## src/rtl/hawk_axi_rd_arb.sv

```systemverilog
// hawk_axi_rd_arb: shares one AXI4 read port (AR + R) among NUM_REQ requesters.
// AR requests use round-robin arbitration. A requester can hold a lock so that
// a sequence of its requests is issued back-to-back. R beats come back in order.
// They are routed to the right requester through an order FIFO that holds the
// index of each granted requester.
//
// Handshake semantics (all channels): a transfer happens on a rising clk edge
// where valid and ready are both high. A source holds valid and its payload
// stable until that edge. A sink may assert ready at any time. Ready may depend
// combinationally on valid; valid never depends on ready.
module hawk_axi_rd_arb #(
  parameter int NUM_REQ    = 4,
  parameter int ADDR_W     = 64,
  parameter int DATA_W     = 512,
  parameter int RESP_W     = 2,
  parameter int MAX_OUTSTD = 8
) (
  input  logic                           clk_i,
  input  logic                           rst_ni,
  input  logic [NUM_REQ-1:0]             req_arvalid_i,
  input  logic [NUM_REQ*ADDR_W-1:0]      req_araddr_i,
  input  logic [NUM_REQ*8-1:0]           req_arlen_i,
  input  logic [NUM_REQ-1:0]             req_lock_i,
  output logic [NUM_REQ-1:0]             req_arready_o,
  output logic [NUM_REQ-1:0]             req_rvalid_o,
  input  logic [NUM_REQ-1:0]             req_rready_i,
  output logic [DATA_W-1:0]              rdata_o,
  output logic [RESP_W-1:0]              rresp_o,
  output logic                           rlast_o,
  output logic                           m_arvalid_o,
  output logic [ADDR_W-1:0]              m_araddr_o,
  output logic [7:0]                     m_arlen_o,
  input  logic                           m_arready_i,
  input  logic                           m_rvalid_i,
  input  logic [DATA_W-1:0]              m_rdata_i,
  input  logic [RESP_W-1:0]              m_rresp_i,
  input  logic                           m_rlast_i,
  output logic                           m_rready_o,
  output logic [NUM_REQ-1:0]             grant_o,
  output logic [$clog2(MAX_OUTSTD+1)-1:0] outstd_cnt_o,
  output logic                           err_o
);

  localparam int IDX_W = (NUM_REQ > 1) ? $clog2(NUM_REQ) : 1;
  localparam int PTR_W = (MAX_OUTSTD > 1) ? $clog2(MAX_OUTSTD) : 1;
  localparam int CNT_W = $clog2(MAX_OUTSTD + 1);

  // AR output stage
  logic              m_arvalid_q, m_arvalid_d;
  logic [ADDR_W-1:0] m_araddr_q, m_araddr_d;
  logic [7:0]        m_arlen_q, m_arlen_d;

  // Arbitration state
  logic [IDX_W-1:0]  rr_ptr_q, rr_ptr_d;
  logic              lock_q, lock_d;
  logic [IDX_W-1:0]  owner_q, owner_d;

  // Order FIFO of granted requester indices
  logic [IDX_W-1:0]  fifo_mem_q [MAX_OUTSTD];
  logic [PTR_W-1:0]  wr_ptr_q, wr_ptr_d;
  logic [PTR_W-1:0]  rd_ptr_q, rd_ptr_d;
  logic [CNT_W-1:0]  cnt_q, cnt_d;
  logic              err_q, err_d;

  // Combinational helpers
  logic              stage_free;
  logic              can_issue;
  logic              win_found;
  logic [IDX_W-1:0]  win_idx;
  logic [IDX_W:0]    cand;
  logic              accept;
  logic [ADDR_W-1:0] sel_addr;
  logic [7:0]        sel_len;
  logic              fifo_empty;
  logic [IDX_W-1:0]  head;
  logic              pop;

  // The AR stage can take a new request when it is empty or is being drained
  // this cycle. Occupancy is checked on the registered count. A pop in the
  // same cycle therefore does not free a slot until the next cycle. Issue is
  // blocked while reset is asserted, so no request is accepted during reset.
  assign stage_free = !m_arvalid_q || m_arready_i;
  assign can_issue  = rst_ni && stage_free && (cnt_q < CNT_W'(MAX_OUTSTD));

  // Winner select: the lock owner only while locked, else round-robin from rr_ptr
  always_comb begin
    win_found = 1'b0;
    win_idx   = '0;
    cand      = '0;
    if (lock_q) begin
      win_found = req_arvalid_i[owner_q];
      win_idx   = owner_q;
    end else begin
      for (int k = 0; k < NUM_REQ; k++) begin
        cand = {1'b0, rr_ptr_q} + (IDX_W+1)'(k);
        if (cand >= (IDX_W+1)'(NUM_REQ)) cand = cand - (IDX_W+1)'(NUM_REQ);
        if (!win_found && req_arvalid_i[cand[IDX_W-1:0]]) begin
          win_found = 1'b1;
          win_idx   = cand[IDX_W-1:0];
        end
      end
    end
  end

  assign accept = can_issue && win_found;

  // Payload mux for the winning requester
  always_comb begin
    sel_addr = '0;
    sel_len  = '0;
    for (int k = 0; k < NUM_REQ; k++) begin
      if (win_idx == IDX_W'(k)) begin
        sel_addr = req_araddr_i[k*ADDR_W +: ADDR_W];
        sel_len  = req_arlen_i[k*8 +: 8];
      end
    end
  end

  // Per-requester AR ready: one-hot on the accepted requester
  always_comb begin
    req_arready_o = '0;
    if (accept) req_arready_o[win_idx] = 1'b1;
  end

  // Next state for the AR stage, the round-robin pointer and the lock
  always_comb begin
    m_arvalid_d = m_arvalid_q;
    m_araddr_d  = m_araddr_q;
    m_arlen_d   = m_arlen_q;
    rr_ptr_d    = rr_ptr_q;
    lock_d      = lock_q;
    owner_d     = owner_q;
    if (m_arvalid_q && m_arready_i) m_arvalid_d = 1'b0;
    if (accept) begin
      m_arvalid_d = 1'b1;
      m_araddr_d  = sel_addr;
      m_arlen_d   = sel_len;
      rr_ptr_d    = (win_idx == IDX_W'(NUM_REQ-1)) ? '0 : win_idx + 1'b1;
      lock_d      = req_lock_i[win_idx];
      owner_d     = win_idx;
    end else if (lock_q && !req_lock_i[owner_q]) begin
      // The owner can release the lock without issuing another request
      lock_d = 1'b0;
    end
  end

  // R routing: beats go to the FIFO head. With nothing outstanding, beats are
  // drained and flagged as an error.
  assign fifo_empty = (cnt_q == '0);
  assign head       = fifo_mem_q[rd_ptr_q];

  always_comb begin
    req_rvalid_o = '0;
    m_rready_o   = 1'b1;
    if (!fifo_empty) begin
      req_rvalid_o[head] = m_rvalid_i;
      m_rready_o         = req_rready_i[head];
    end
  end

  assign pop     = !fifo_empty && m_rvalid_i && m_rready_o && m_rlast_i;
  assign rdata_o = m_rdata_i;
  assign rresp_o = m_rresp_i;
  assign rlast_o = m_rlast_i;

  // Order FIFO pointer, occupancy and error next state
  always_comb begin
    wr_ptr_d = wr_ptr_q;
    rd_ptr_d = rd_ptr_q;
    cnt_d    = cnt_q;
    err_d    = err_q;
    if (accept) wr_ptr_d = (wr_ptr_q == PTR_W'(MAX_OUTSTD-1)) ? '0 : wr_ptr_q + 1'b1;
    if (pop)    rd_ptr_d = (rd_ptr_q == PTR_W'(MAX_OUTSTD-1)) ? '0 : rd_ptr_q + 1'b1;
    if (accept && !pop)      cnt_d = cnt_q + 1'b1;
    else if (!accept && pop) cnt_d = cnt_q - 1'b1;
    if (m_rvalid_i && fifo_empty) err_d = 1'b1;
  end

  // State registers with synchronous active-low reset
  always_ff @(posedge clk_i) begin
    if (!rst_ni) begin
      m_arvalid_q <= 1'b0;
      m_araddr_q  <= '0;
      m_arlen_q   <= '0;
      rr_ptr_q    <= '0;
      lock_q      <= 1'b0;
      owner_q     <= '0;
      wr_ptr_q    <= '0;
      rd_ptr_q    <= '0;
      cnt_q       <= '0;
      err_q       <= 1'b0;
    end else begin
      m_arvalid_q <= m_arvalid_d;
      m_araddr_q  <= m_araddr_d;
      m_arlen_q   <= m_arlen_d;
      rr_ptr_q    <= rr_ptr_d;
      lock_q      <= lock_d;
      owner_q     <= owner_d;
      wr_ptr_q    <= wr_ptr_d;
      rd_ptr_q    <= rd_ptr_d;
      cnt_q       <= cnt_d;
      err_q       <= err_d;
    end
  end

  // FIFO storage: an entry is only read while it is valid, so it needs no reset
  always_ff @(posedge clk_i) begin
    if (accept) fifo_mem_q[wr_ptr_q] <= win_idx;
  end

  assign m_arvalid_o  = m_arvalid_q;
  assign m_araddr_o   = m_araddr_q;
  assign m_arlen_o    = m_arlen_q;
  assign outstd_cnt_o = cnt_q;
  assign err_o        = err_q;
  assign grant_o      = lock_q ? (NUM_REQ'(1) << owner_q) : '0;

endmodule

```

## config.mk

```make
export PLATFORM = sky130hd
export DESIGN_NAME = hawk_axi_rd_arb
export DESIGN_NICKNAME = d
export VERILOG_FILES = /design/src/rtl/hawk_axi_rd_arb.sv
export SDC_FILE = /design/constraint.sdc
export NUM_CORES = 1
export LEC_CHECK = 0
export BUFFER_PORTS_ARGS = -buffer_cell sky130_fd_sc_hd__buf_2
export CAP_MARGIN = 20
export CORE_AREA = 2 2 552 554
export CTS_CLUSTER_SIZE = 40
export DETAILED_ROUTE_END_ITERATION = 8
export DIE_AREA = 0 0 554 556
export PLACE_DENSITY_LB_ADDON = 0.05
export SYNTH_ARGS = -nofsm -noshare
export SYNTH_HDL_FRONTEND = slang
export SYNTH_SLANG_ARGS = --single-unit
```

## constraint.sdc

```tcl
create_clock -name clk_i -period 3.75 [get_ports clk_i]
set_clock_uncertainty 0.2 [all_clocks]
set_input_delay 0.1875 -clock clk_i [delete_from_list [all_inputs] [get_ports clk_i]]
set_output_delay 0.1875 -clock clk_i [all_outputs]
set_load 0.05 [all_outputs]
```

==> impl_metrics.yaml, run 1 <==
outcome:
  status: "finished clean"
global_routing:
  grt.overflow.total: 0
  grt_util_met3_pct: 7.79
  grt_pass1_vias: 9486
  gr-max-usage-layer: "met2"
  grt_pass1_wl_um: 158000
  grt_max_degree: 72
  met2_usage_pct: 16.6
  grt_usage_pct: 8.43
  antenna_found_initial: 55
  met1_usage_pct: 5.41
worst_setup_path:
  crit_required_ps: 3920
  critPathTopFamily: "multiplexers"
  crit_arrival_ps: 3750
  critPathBufInv: 2
  max_stage_delay_ps: 530
  path_cells: "buf_4, mux2_4, mux4_2, mux4_2, nand3_2, ha_1, inv_1, ha_1, a21o_1, a21oi_1, xnor2_1, or3_1, a21oi_1"
  crit_fanout: 4
  end_kind: "register"
  path_depth: 13
  crit_path_start_kind: "register"
  ff2ff_path_depth: 13
  path_class: "reg2reg"
  crit_slowest_cell: "mux4_2"
finish:
  stdcell_area_um2: 14800
  final_nets: 2059
  drive_gt1_share_pct: 41.1
  fillers: 35800
  syn2layout_area_growth_pct: 46.4
clock_network:
  clk_pin_slew_ps: 120
  clk_latency_ps: 430
  cts_tree: "yes"
  clockBufferDepth: 2
  h-tree-depth: 3
  cts_root_buf: "clkbuf_16"
  cts_made_buffers: 9
  clock_sinks: 108
placed_design:
  dp_hpwl_um: 122000
  post-place-ws_ps: 66.3
  io_buffers: 396
  dpl_cell_area_um2: 13600
  gp_congestion: 0.826
floorplanning:
  dieWidth_um: 554
  initial_utilization_pct: 3.36
  rows: 202
  die-area_um2: 308000
  fp.coreArea_um2: 302000
  ios: 1425
  die_h_um: 556
pwr:
  leakagePower_uw: 0.00459
  power_density_nw_per_um2: 730
  ir_worst_vdd_mv: 0.315
  total_power_uw: 10800
synth:
  synth.avg_cell_area_um2: 7.99
  ys_seq_area_share_pct: 22.9
  synth.distinct_cells: 46
  synthSimpleGateAreaFrac_pct: 14.3
  synth-main-ff-cell: "dfxtp_1"
  syn-instance-count: 1270
  synth_edf_count: 16
  yosys-mux-area-fraction_pct: 2.65
  synth_area_um2: 10100
  synth_fp_nets: 2101
  synth-compound-area-share_pct: 16.5
  ys_ff_latch: 108
  yosys_warnings: 0
  synth_xor_area_share_pct: 0.259
  synthAdderAreaFrac_pct: 1.55
  async_flop_share_pct: 0
  synth_top_family_by_area: "buffers and inverters"
timing:
  tightestPinTransition_ps: 813
  tns_ps: 0
  fin_crit_sh_pct: 95.5
  rsz0062_at_grt: "true"
  max_clock_freq_mhz: 279
  min_period_ps: 3580
  max-slew-margin-rel_pct: 45.0
  setup_violations: 0
  hold_viol: 0
  setup_ws_ps: 170
  drv_slew: 0
detailed_routing:
  drc: 0
  vias: 9025
  post_drt_via_cell_ratio: 1.73
  ant_nets: 0
  avgRoutedWirePerCell_um: 26.2
  drt_iter0_markers: 347
  drt-total-wl_um: 137000
  drtPass1Iterations: 4
worst_hold_path:
  hold_path_depth: 3
  min_path_type: "in2reg"
job:
  max_cap_violations: 0
-- registers in the layout (all words and copies together) (netlist names), named ones only --
signal	count
outstd_cnt_o	4
owner_q	2
rd_ptr_q	3
wr_ptr_q	3
rr_ptr_q	2
lock_q	1
fifo_mem_q	16
m_araddr_o	64
err_o	1
m_arvalid_o	1
m_arlen_o	8
-- worst paths after layout --
check	from	to	slack, ps
setup / recovery	register	outstd_cnt_o[3]	170
hold reg to reg	err_o	err_o	280
hold / removal	req_araddr_i[212]	m_araddr_o[20]	40
setup reg to reg	register	outstd_cnt_o[3]	170
-- through the flow --
stage | hold slack [ps] | std cells | util, %
CTS | 4.20 | 5203 | 4.86
global route | 57.1 | 5212 | 4.90
floorplan | 128 | 1270 | -
global placement | 175 | 5108 | 4.49
finish | 37.7 | 5225 | 4.91
detailed placement | 175 | 5108 | 4.49
-- cell usage after synthesis (all sizes together) (2+ instances only) --
cell / number / area [µm²]
a211oi: 73 / 548
and2: 4 / 25.0
nand2b: 4 / 25.0
dfxtp: 92 / 1840
a31oi: 2 / 12.5
clkbuf: 61 / 229
ha: 11 / 138
inv: 7 / 26.3
a21oi: 85 / 425
a221oi: 71 / 622
or4: 2 / 18.8
edfxtp: 16 / 480
mux4: 6 / 135
buf: 534 / 3980
nor2: 87 / 327
nand2: 22 / 82.6
nor2b: 78 / 488
nor3b: 2 / 15.0
and3: 3 / 18.8
nor3: 73 / 365
or3: 4 / 25.0
mux2: 5 / 63.8
nor4b: 2 / 17.5
o21ai: 3 / 15.0
mux2i: 7 / 70.1
xnor2: 2 / 17.5
nor4: 2 / 12.5
-- cells in the final DEF (no fill, tap or decap), types with 2 or more instances in the layout --
| master | netlist | routed |
|---|---|---|
| buf_2 | 12 | 396 |
| dfxtp_1 | 92 | 90 |
| nor2_1 | 87 | 87 |
| a21oi_1 | 85 | 83 |
| dlygate4sd3_1 | 0 | 79 |
| nor2b_1 | 78 | 77 |
| nor3_1 | 73 | 73 |
| a211oi_1 | 73 | 73 |
| a221oi_1 | 71 | 64 |
| buf_4 | 521 | 53 |
| nand2_1 | 22 | 22 |
| edfxtp_1 | 16 | 16 |
| diode_2 | 0 | 14 |
| buf_12 | 0 | 12 |
| clkbuf_16 | 0 | 10 |
| ha_1 | 11 | 8 |
| mux2i_1 | 7 | 7 |
| a221oi_2 | 0 | 7 |
| mux4_2 | 6 | 6 |
| inv_1 | 6 | 5 |
| nand2b_1 | 4 | 4 |
| or3_1 | 4 | 4 |
| and2_1 | 4 | 4 |
| inv_6 | 0 | 3 |
| and3_1 | 3 | 3 |
| ha_4 | 0 | 3 |
| o21ai_0 | 2 | 2 |
| mux2_1 | 2 | 2 |
| mux2_4 | 2 | 2 |
| nor4_1 | 2 | 2 |
| nor3b_1 | 2 | 2 |
| nor4b_1 | 2 | 2 |
| a31oi_1 | 2 | 2 |
| xnor2_1 | 2 | 2 |
| a21oi_2 | 0 | 2 |
| dfxtp_2 | 0 | 2 |
| bufinv_16 | 0 | 2 |
| clkinv_4 | 0 | 2 |
-- logic make-up after synthesis --
| family | Yosys count |
|---|---|
| flip-flops | 108 |
| AO/OA/AOI/OAI | 240 |
| adder cells (fa/ha/maj) | 12 |
| AND/OR/NAND/NOR | 287 |
| buffers and inverters | 602 |
| XOR/XNOR | 3 |
| multiplexers | 18 |
-- where the power goes --
| group | internal (µW) | switching (µW) | total [µW] |
|---|---|---|---|
| clock | 603 | 697 | 1300 |
| combinational | 2490 | 5240 | 7720 |
| sequential | 1560 | 251 | 1810 |
| total | 4640 | 6190 | 10800 |
-- worst reg2reg max path: stages, from the launching register on --
cell	delay, ps
dfxtp_2	330
buf_4	140
mux2_4	300
mux4_2	530
mux4_2	470
nand3_2	110
ha_1	180
inv_1	70
ha_1	270
a21o_1	180
a21oi_1	170
xnor2_1	90
or3_1	320
a21oi_1	150
-- layout make-up --
cell class | count | area [µm²] | area share (%)
inverters | 7 | 33.8 | 0.228
well taps | 3978 | 4980 | 33.5
clock buffers | 9 | 225 | 1.52
clock inverters | 7 | 106 | 0.717
multi-input cells | 560 | 3680 | 24.8
repair buffers | 542 | 3460 | 23.3
flip-flops and latches | 108 | 2320 | 15.7
diodes | 14 | 35.0 | 0.236
-- routing by layer --
metal / up-vias / share of wire [%]
met4: 14 / 2.2
met5: - / 0.070
met1: 4013 / 23
li1: 3787 / -
met3: 206 / 20
met2: 1005 / 55
-- what timing repair did --
item | in CTS | in global routing
endpoints found under the setup margin | 0 | 16
resized for setup | 0 | 6
hold buffers | 79 | 0
buffers inserted | 0 | 7
endpoints found under the hold margin | 64 | 0
(Power assumes the default switching activity.)
==> run 2, diff against run 1 <==
--- a/config.mk
+++ b/config.mk
@@ -8,6 +8,7 @@
 export BUFFER_PORTS_ARGS = -buffer_cell sky130_fd_sc_hd__buf_2
 export CAP_MARGIN = 20
 export CORE_AREA = 2 2 552 554
+export CTS_BUF_LIST = sky130_fd_sc_hd__clkbuf_8
 export CTS_CLUSTER_SIZE = 40
 export DETAILED_ROUTE_END_ITERATION = 8
 export DIE_AREA = 0 0 554 556
==> impl_metrics.yaml, run 2 (same netlist as run 1, synthesis figures left out) <==
timing:
  max-slew-margin-rel_pct: 44.4
  drv_slew: 0
  hold_viol: 0
  max_clock_freq_mhz: 279
  rsz0062_at_grt: "false"
  holdWs_ps: 41.2
  tightestPinTransition_ps: 822
  fin_crit_sh_pct: 95.5
  min_period_ps: 3580
  setup_violations: 0
floorplanning:
  rows: 202
  die-area_um2: 308000
  ios: 1425
  die_h_um: 556
  initial_utilization_pct: 3.36
  dieWidth_um: 554
  fp.coreArea_um2: 302000
detailed_routing:
  drt-total-wl_um: 137000
  drtPass1Iterations: 4
  post_drt_via_cell_ratio: 1.75
  ant_nets: 0
  vias: 9221
  avgRoutedWirePerCell_um: 26.0
  drc: 0
  drt_iter0_markers: 376
finish:
  final_nets: 2119
  layout_commonest_cell: "buf_2"
  syn2layout_area_growth_pct: 51.1
  largest_reg_flops: 64
  fin_cells: 5282
  fin_util_pct: 5.07
  most-common-layout-cells: "buf_2, dlygate4sd3_1, dfxtp_1"
  drive_gt1_share_pct: 39.6
  fillers: 35800
pwr:
  ir_worst_vdd_mv: 0.309
  leakagePower_uw: 0.00481
  power_density_nw_per_um2: 700
  total_power_uw: 10700
placed_design:
  dp.cells: 5108
  gp_congestion: 0.826
  io_buffers: 396
  dp_hpwl_um: 122000
worst_hold_path:
  min_path_type: "in2reg"
  holdPathEnd: "m_araddr_o[10]"
  hold_path_depth: 3
  hp-start: "req_araddr_i[202]"
clock_network:
  cts_tree: "yes"
  clockBufferDepth: 2
  clk_pin_slew_ps: 160
  cts_made_buffers: 9
  clk_latency_ps: 540
  cts_root_buf: "clkbuf_8"
  h-tree-depth: 3
  clock_sinks: 108
global_routing:
  antenna_found_initial: 50
  grt_usage_pct: 8.46
  grt_pass1_vias: 9781
  grt_pass1_wl_um: 159000
  grt.overflow.total: 0
  grt_max_degree: 72
worst_setup_path:
  path_class: "reg2reg"
  rrSetupSlack_ps: 170
  end_kind: "register"
  crit_fanout: 4
  r2r_end: "outstd_cnt_o[3]"
  ff2ff_path_depth: 13
  crit_arrival_ps: 3860
  crit_path_start_kind: "register"
  crit_required_ps: 4030
job:
  max_cap_violations: 0
outcome:
  status: "finished clean"
run 2: cell count changes in the layout (fill, tap and decap cells not counted), moves of 3 or more:
cell	previous run	this run
dlygate4sd3_1	79	133
diode_2	14	11
buf_4	53	57
clkbuf_16	10	1
clkbuf_8	0	9
run 2: power by group:
part | switching (µW) | internal (µW) | total (µW)
combinational | 5260 | 2590 | 7850
clock | 677 | 388 | 1060
sequential | 252 | 1560 | 1810
total | 6190 | 4530 | 10700
run 2: worst max-delay path by stage:
stage | endpoint | from | slack [ps] | depth (start not counted)
2_1_floorplan | outstd_cnt_o[3] | register | 330 | 13
3_3_place_gp | outstd_cnt_o[3] | register | -90 | 13
3_5_place_dp | m_arlen_o[2] | rr_ptr_q[1] | 70 | 10
4_1_cts | req_arready_o[3] | rr_ptr_q[1] | 7 | 8
5_1_grt | m_araddr_o[2] | rr_ptr_q[1] | 2 | 12
6_report | outstd_cnt_o[3] | register | 170 | 13
run 2: what timing repair did:
item	CTS	global route
pin swaps	1	0
hold buffers	133	0
setup buffers	1	12
endpoints found under the setup margin	1	21
gates resized for setup	0	6
endpoints found under the hold margin	75	0
gates cloned	0	1
run 2: critical path, stage by stage, from the launching register on:
cell	delay, ps
dfxtp_2	350
buf_4	140
mux2_4	300
mux4_2	530
mux4_2	470
nand3_2	110
ha_1	180
inv_1	70
ha_1	270
a21o_1	180
a21oi_1	170
xnor2_1	90
or3_1	320
a21oi_1	140
run 2: area by class of cell:
cell class	instances	area, µm²	share of cell area [%]
sequential	108	2330	15.2
multi-input combinational	560	3670	23.9
inverter	7	33.8	0.220
clock inverter	7	106	0.694
antenna	11	27.5	0.180
timing repair buffer	602	4060	26.5
clock buffer	9	124	0.808
tap	3978	4980	32.5
run 2: per-layer routing:
layer | up-vias | share of wire (%) | track usage, %
met4 | 12 | 2.0 | 1.87
met2 | 1018 | 55 | 16.7
met5 | - | 0.063 | 0
li1 | 3899 | - | -
met1 | 4101 | 23 | 5.46
met3 | 191 | 20 | 7.75
run 2: metrics by stage:
step | TNS, ps | setup slack [ps] | instance area [µm²]
after CTS | 0 | 7.01 | 15100
after floorplan | 0 | 334 | 10100
after detailed placement | 0 | 66.3 | 13600
after global placement | -85.6 | -85.6 | 13600
final | 0 | 169 | 15300
after global routing | 0 | 2.40 | 15300
